<file path="src/rtl/attn_pkg.sv">
// Shared types and constants for the attention dot-product engine.
package attn_pkg;

  typedef enum logic [0:0] {
    LOAD_Q,
    ACCUM
  } attn_state_t;

  localparam int unsigned DefDataW = 8;
  localparam int unsigned DefDim   = 4;
  localparam int unsigned DefOutW  = 8;
  localparam int unsigned DefShift = 0;

  // Full-precision sum of dim products of two data_w-bit unsigned values.
  function automatic int unsigned acc_width(input int unsigned data_w, input int unsigned dim);
    return 2 * data_w + $clog2(dim);
  endfunction

endpackage

</file>
<file path="src/rtl/attn_score_narrow.sv">
// Score narrowing: right-shift the full accumulator, then reduce to OUT_W bits.
// Build macro ATTN_SAT_EN selects saturation; without it the result wraps modulo 2^OUT_W.
module attn_score_narrow #(
  parameter int unsigned ACC_W = 18,
  parameter int unsigned OUT_W = 8,
  parameter int unsigned SHIFT = 0
) (
  input  logic [ACC_W-1:0] res,
  output logic [OUT_W-1:0] score
);

  logic [ACC_W-1:0] t;

  assign t = res >> SHIFT;

  if (ACC_W > OUT_W) begin : g_reduce
`ifdef ATTN_SAT_EN
    // Any surviving bit above the output range clamps to full scale.
    assign score = (|t[ACC_W-1:OUT_W]) ? {OUT_W{1'b1}} : t[OUT_W-1:0];
`else
    logic unused_hi;
    assign unused_hi = ^t[ACC_W-1:OUT_W];
    assign score     = t[OUT_W-1:0];
`endif
  end else begin : g_extend
    assign score = OUT_W'(t);
  end

endmodule

</file>
<file path="src/rtl/attn_dot_engine.sv">
// Streaming query-key dot-product engine: loads a DIM-element query, then emits one
// narrowed score per DIM-element key on a valid/ready output. Optional saturation of the
// narrowed score is enabled by defining ATTN_SAT_EN (see attn_score_narrow).
module attn_dot_engine
  import attn_pkg::*;
#(
  parameter int unsigned DATA_W = DefDataW,
  parameter int unsigned DIM    = DefDim,
  parameter int unsigned OUT_W  = DefOutW,
  parameter int unsigned SHIFT  = DefShift
) (
  input  logic              clk,
  input  logic              rst_n,
  input  logic [DATA_W-1:0] s_data,
  input  logic              s_vld,
  output logic              s_rdy,
  input  logic              s_last,
  output logic [OUT_W-1:0]  m_data,
  output logic              m_vld,
  input  logic              m_rdy,
  output logic              m_last
);

  localparam int unsigned ACC_W = acc_width(DATA_W, DIM);
  localparam int unsigned IDX_W = $clog2(DIM);
  localparam logic [IDX_W-1:0] IdxLast = IDX_W'(DIM - 1);

  attn_state_t state_q, state_d;

  logic [IDX_W-1:0]    idx_q;
  logic [DATA_W-1:0]   q_buf_q [DIM];
  logic [ACC_W-1:0]    acc_q;
  logic [OUT_W-1:0]    m_data_q;
  logic                m_vld_q;
  logic                m_last_q;

  logic                idx_last;
  logic                xfer;
  logic                score_fire;
  logic                pop;
  logic [2*DATA_W-1:0] prod;
  logic [ACC_W-1:0]    res;
  logic [OUT_W-1:0]    score;

  assign idx_last   = (idx_q == IdxLast);
  assign xfer       = s_vld & s_rdy;
  assign pop        = m_vld_q & m_rdy;
  assign score_fire = xfer & idx_last & (state_q == ACCUM);
  assign prod       = (2*DATA_W)'(q_buf_q[idx_q]) * (2*DATA_W)'(s_data);
  assign res        = acc_q + ACC_W'(prod);

  assign m_data = m_data_q;
  assign m_vld  = m_vld_q;
  assign m_last = m_last_q;

  attn_score_narrow #(
    .ACC_W (ACC_W),
    .OUT_W (OUT_W),
    .SHIFT (SHIFT)
  ) u_narrow (
    .res   (res),
    .score (score)
  );

  // State register.
  always_ff @(posedge clk) begin
    if (!rst_n) state_q <= LOAD_Q;
    else        state_q <= state_d;
  end

  // Next state: leave a phase only when its final element is accepted.
  always_comb begin
    state_d = state_q;
    unique case (state_q)
      LOAD_Q: if (xfer && idx_last)           state_d = ACCUM;
      ACCUM:  if (xfer && idx_last && s_last) state_d = LOAD_Q;
    endcase
  end

  // Input ready: only a key's final element waits on an undelivered score.
  always_comb begin
    s_rdy = 1'b1;
    unique case (state_q)
      LOAD_Q: s_rdy = 1'b1;
      ACCUM:  s_rdy = !(idx_last && m_vld_q && !m_rdy);
    endcase
  end

  // Query buffer, element index, accumulator and output register.
  always_ff @(posedge clk) begin
    if (!rst_n) begin
      idx_q    <= '0;
      acc_q    <= '0;
      m_data_q <= '0;
      m_vld_q  <= 1'b0;
      m_last_q <= 1'b0;
      for (int i = 0; i < DIM; i++) q_buf_q[i] <= '0;
    end else begin
      if (xfer) begin
        idx_q <= idx_last ? '0 : idx_q + IDX_W'(1);
        if (state_q == LOAD_Q) q_buf_q[idx_q] <= s_data;
        else                   acc_q <= idx_last ? '0 : res;
      end
      // A new score wins over a pop so back-to-back scores leave no bubble.
      if (score_fire) begin
        m_data_q <= score;
        m_vld_q  <= 1'b1;
        m_last_q <= s_last;
      end else if (pop) begin
        m_vld_q <= 1'b0;
      end
    end
  end

endmodule

</file>
<file path="config.mk">
export PLATFORM = sky130hd
export DESIGN_NAME = attn_dot_engine
export DESIGN_NICKNAME = d
export VERILOG_FILES = /design/src/rtl/attn_pkg.sv /design/src/rtl/attn_score_narrow.sv /design/src/rtl/attn_dot_engine.sv
export SDC_FILE = /design/constraint.sdc
export NUM_CORES = 1
export LEC_CHECK = 0
export CAP_MARGIN = 20
export CORE_MARGIN = 8
export CORE_UTILIZATION = 30
export CTS_BUF_LIST = sky130_fd_sc_hd__clkbuf_8
export DETAILED_ROUTE_END_ITERATION = 8
export PLACE_DENSITY_LB_ADDON = 0.3
export SETUP_SLACK_MARGIN = 0.3
export SLEW_MARGIN = 0
export SYNTH_ARGS = -nofsm -noshare
export SYNTH_HDL_FRONTEND = slang
export SYNTH_HIERARCHICAL = 1
export SYNTH_SLANG_ARGS = --single-unit
</file>
<file path="constraint.sdc">
create_clock -name clk -period 5.25 [get_ports clk]
set_input_delay 0.525 -clock clk [delete_from_list [all_inputs] [get_ports clk]]
set_output_delay 0.525 -clock clk [all_outputs]
set_load 0.01 [all_outputs]
</file>
# ---- Word-level counts from Yosys, hierarchy flattened
# Memory sizes are Yosys's and may differ from the RTL's. A register that Yosys moved wholly into a read port is not among the register bits.
# Index checks and enable logic that the tools add are counted.
dict set report totals {
  memories 1
  inputBits 13
  ff_bits 31
  out_inout_bits 11
  mem_bits_rw 32
}
# name words width read_ports rd_clocked_by_memory_dff write_ports line_no
set mem_list {}
lappend mem_list {q_buf_q 4 8 1 1 4 attn_dot_engine.sv:31} ;# logic [DATA_W-1:0] q_buf_q [DIM];
dict set report classes {
  muxes 18
  add_sub_neg 2
  n_mul 1
  n_eq_ne 1
  n_bitwise 5
  reduce_logical 9
}
# operator n
set op_table {}
lappend op_table {{adder 18 x 16 -> 18 bit} 1}
lappend op_table {{2-to-1 mux 18 bit} 1}
lappend op_table {{multiplier 8 x 8 -> 16 bit} 1}
lappend op_table {{2-to-1 mux 1 bit} 10}
lappend op_table {{2-to-1 mux 2 bit} 4}
lappend op_table {{2-to-1 mux 8 bit} 1}
lappend op_table {{OR reduction 8 bit} 1}
lappend op_table {{AND 1 bit} 4}
lappend op_table {{logical AND 1 bit} 4}
lappend op_table {{case mux 1 bit (2 select lines)} 2}
lappend op_table {{adder 2 x 1 -> 2 bit, second input constant} 1}
lappend op_table {{equality test 2 bit, second input constant} 1}
lappend op_table {{zero test 1 bit} 2}
lappend op_table {{AND reduction 2 bit} 1}
lappend op_table {{nonzero test 2 bit} 1}
lappend op_table {{inverter 1 bit} 1}

# ---- Depth between registers and ports, before layout
dict set report depth {
  depth_word 11
  ltp_mapped 19
}

# ---- Modules after synthesis
# Netlist, hierarchy kept.
# module instances area_each_um2 cells_each
set by_module_without_submodules {}
lappend by_module_without_submodules {attn_dot_engine 1 5395.2 539}
lappend by_module_without_submodules {attn_score_narrow 1 60.1 8}

# ---- Worst setup path after synthesis
# Ideal clock, no wire load.
dict set report synth_timing {
  path_kind {reg2reg}
  from {register with a tool-made name}
  to {register acc_q[17]}
  setup_time_ns 0.073
  stages_incl_launch_ff 17
  path_slack_ns 0.152
  arrival_ns 5.025
  required_ns 5.177
  path_cell_list {dfxtp_1 buf_2 mux4_2 and2_1 fa_1 fa_1 fa_1 inv_1 fa_1 inv_1 ha_1 a21o_1 a31o_1 a21oi_2 a21boi_1 or4b_4 o211ai_2}
}
# item line_no
set synth_lines {}
lappend synth_lines {{to (signal assigned)} attn_dot_engine.sv:102} ;# else acc_q <= idx_last ? '0 : res;
lappend synth_lines {{to (decl)} attn_dot_engine.sv:32} ;# logic [ACC_W-1:0] acc_q;

==> impl_metrics.yaml <==
yosys:
  yosysWarnings: 6
  syn-num-nets: 375
  avgSynthCellArea_um2: 11.0
  synth_area_um2: 3480
  synthCells: 318
finish:
  design_area_um2: 3950
  drive_gt1_share_pct: 6.69
  syn2layout_area_growth_pct: 13.4
  stdcell_count: 472
  final_cell_mix: "inv_1, and2_1, edfxtp_1"
  fillerInstances: 1131
  diodes: 0
  finalNetCount: 385
  fin_util_pct: 34.7
  layout.cells.most_common: "inv_1"
placement:
  post-place-cells: 463
  dpl.hpwl_mm: 5.24
  placed_area_um2: 3800
  io_buffers: 23
  gp_congestion: 0.743
power:
  intPower_mw: 0.761
  comb_power_share_pct: 26.8
  powerDensity_nw_per_um2: 274
  p_clk_share_pct: 28.4
  irDropWorstVdd_mv: 0.169
  swShare_pct: 29.7
  power_switching_mw: 0.321
  pwr-share-seq_pct: 44.8
  p_leak_nw: 1.61
critical_path:
  reg2reg_slack_ns: 0.72
  cp.arrival_ns: 4.79
  critPathMaxFanout: 8
  r2r.worst_path.cells: 16
  crit_required_ns: 5.51
  startpoint_type: "flip-flop"
  reg2reg_to: "acc_q[7]"
  crit_path_end: "acc_q[7]"
  endpoint_kind: "flip-flop"
  critPathKind: "flip-flop to flip-flop"
grt:
  use_met3_pct: 1.99
  grt_busiest_layer: "met2"
  grt_usage_pct: 10.1
  grt_max_degree: 35
  grt_pass1_wl_mm: 11.8
  grt_antenna_before_repair: 0
  use_met2_pct: 17.3
  gr-total-overflow: 0
  grt_pass1_vias: 2334
  use_met1_pct: 12.1
floorplanning:
  ios: 24
  die_h_um: 124
  rows: 39
  die_area_um2: 15300
  start_util_pct: 30.6
  coreArea_um2: 11400
  die_x_um: 124
route:
  vias: 2094
  drtPass1Iterations: 4
  post-route-drc-count: 0
  post_drt_wl_per_cell_um: 14.6
  viasPerCell: 4.44
  ant_nets: 0
  routed_wl_mm: 6.89
  drt_iter0_markers: 86
clocking:
  cts_made_buffers: 5
  clock_latency_ns: 0.33
  cts-root-buf: "clkbuf_8"
  clk_pin_slew_ns: 0.10
  post_cts_buffers: 0
  cts_tree: "done"
  cts_resized: 0
  cts_sinks: 55
  clock_path_buffers: 2
  ctsHoldBuffers: 0
  h-tree-depth: 2
timing:
  fmax_mhz: 221
  worst_slew_pin_slew_ns: 0.648
  layout_min_cycle_time_ns: 4.53
  slew_viol_final: 0
  clock_skew_ns: 0.0108
  finalHoldViolCount: 0
  tns_ns: 0
  period_share_pct: 86.3
  relSlewSlack_pct: 56.7
  setup_violations: 0
  rsz0062_at_grt: "no"
min_path:
  holdCritPathClass: "flip-flop to flip-flop"
status:
  status: "finished, final reports clean"
job:
  drv_cap: 0
[how the worst min path moves through the flow]
stage,startpoint,end,depth (start not counted)
after global placement,m_data[5],m_data[5],2
after detailed placement,m_data[5],m_data[5],2
final,m_data[5],m_data[5],2
after floorplan,acc_q[1],acc_q[1],2
after global routing,m_data[1],m_data[1],2
after CTS,m_data[5],m_data[5],2
[worst max-delay path, stage by stage (launching register included)]
cell and delay (ns):
dfxtp_1 0.65, mux4_2 0.62, nand2_1 0.12, fa_1 0.47, fa_1 0.53, inv_1 0.04, ha_1 0.26, inv_1 0.04
fa_1 0.47, inv_1 0.06, fa_1 0.41, a21oi_1 0.15, inv_1 0.06, a21oi_1 0.16, xnor2_1 0.16, a22oi_1 0.12
nor2b_1 0.13
[sequential cells by signal, summed over array words and instances (netlist names), named ones only]
signal   cells
state_q      1
m_last       1
idx_q        2
acc_q        8
m_data       8
m_vld        1
q_buf_q     32
[per-layer routing]
metal,up-vias,part of all wire [%]
li1,1022,-
met1,1037,45
met2,30,50
met5,-,0
met4,0,1.8
met3,5,3.1
[through the flow]
step / hold slack, ns / power, mW / setup slack [ns]
2_1_floorplan: 0.488 / 0.768 / 0.973
3_3_place_gp: 0.503 / 0.784 / 0.577
3_5_place_dp: 0.508 / 0.795 / 0.564
4_1_cts: 0.531 / 1.10 / 0.633
5_1_grt: 0.546 / 1.17 / 0.421
6_report: 0.524 / 1.08 / 0.717
[cell type report]
type	instances	area, µm²	share of cell area [%]
Multi-Input combinational cell	192	1760	44.7
Sequential cell	55	1420	36.0
Timing Repair Buffer	28	292	7.38
Tap cell	143	179	4.53
Inverter	46	173	4.37
Clock buffer	6	82.6	2.09
Clock inverter	2	38.8	0.982
[power by group through the flow]
stage               logic (mW)  registers [mW]  clock network, mW
global route             0.347           0.487              0.332
detailed placement       0.299           0.496                  0
finish                   0.290           0.485              0.308
CTS                      0.299           0.486              0.312
global placement         0.289           0.495                  0
floorplan                0.280           0.488                  0
Power figures use the tool's default switching activity.
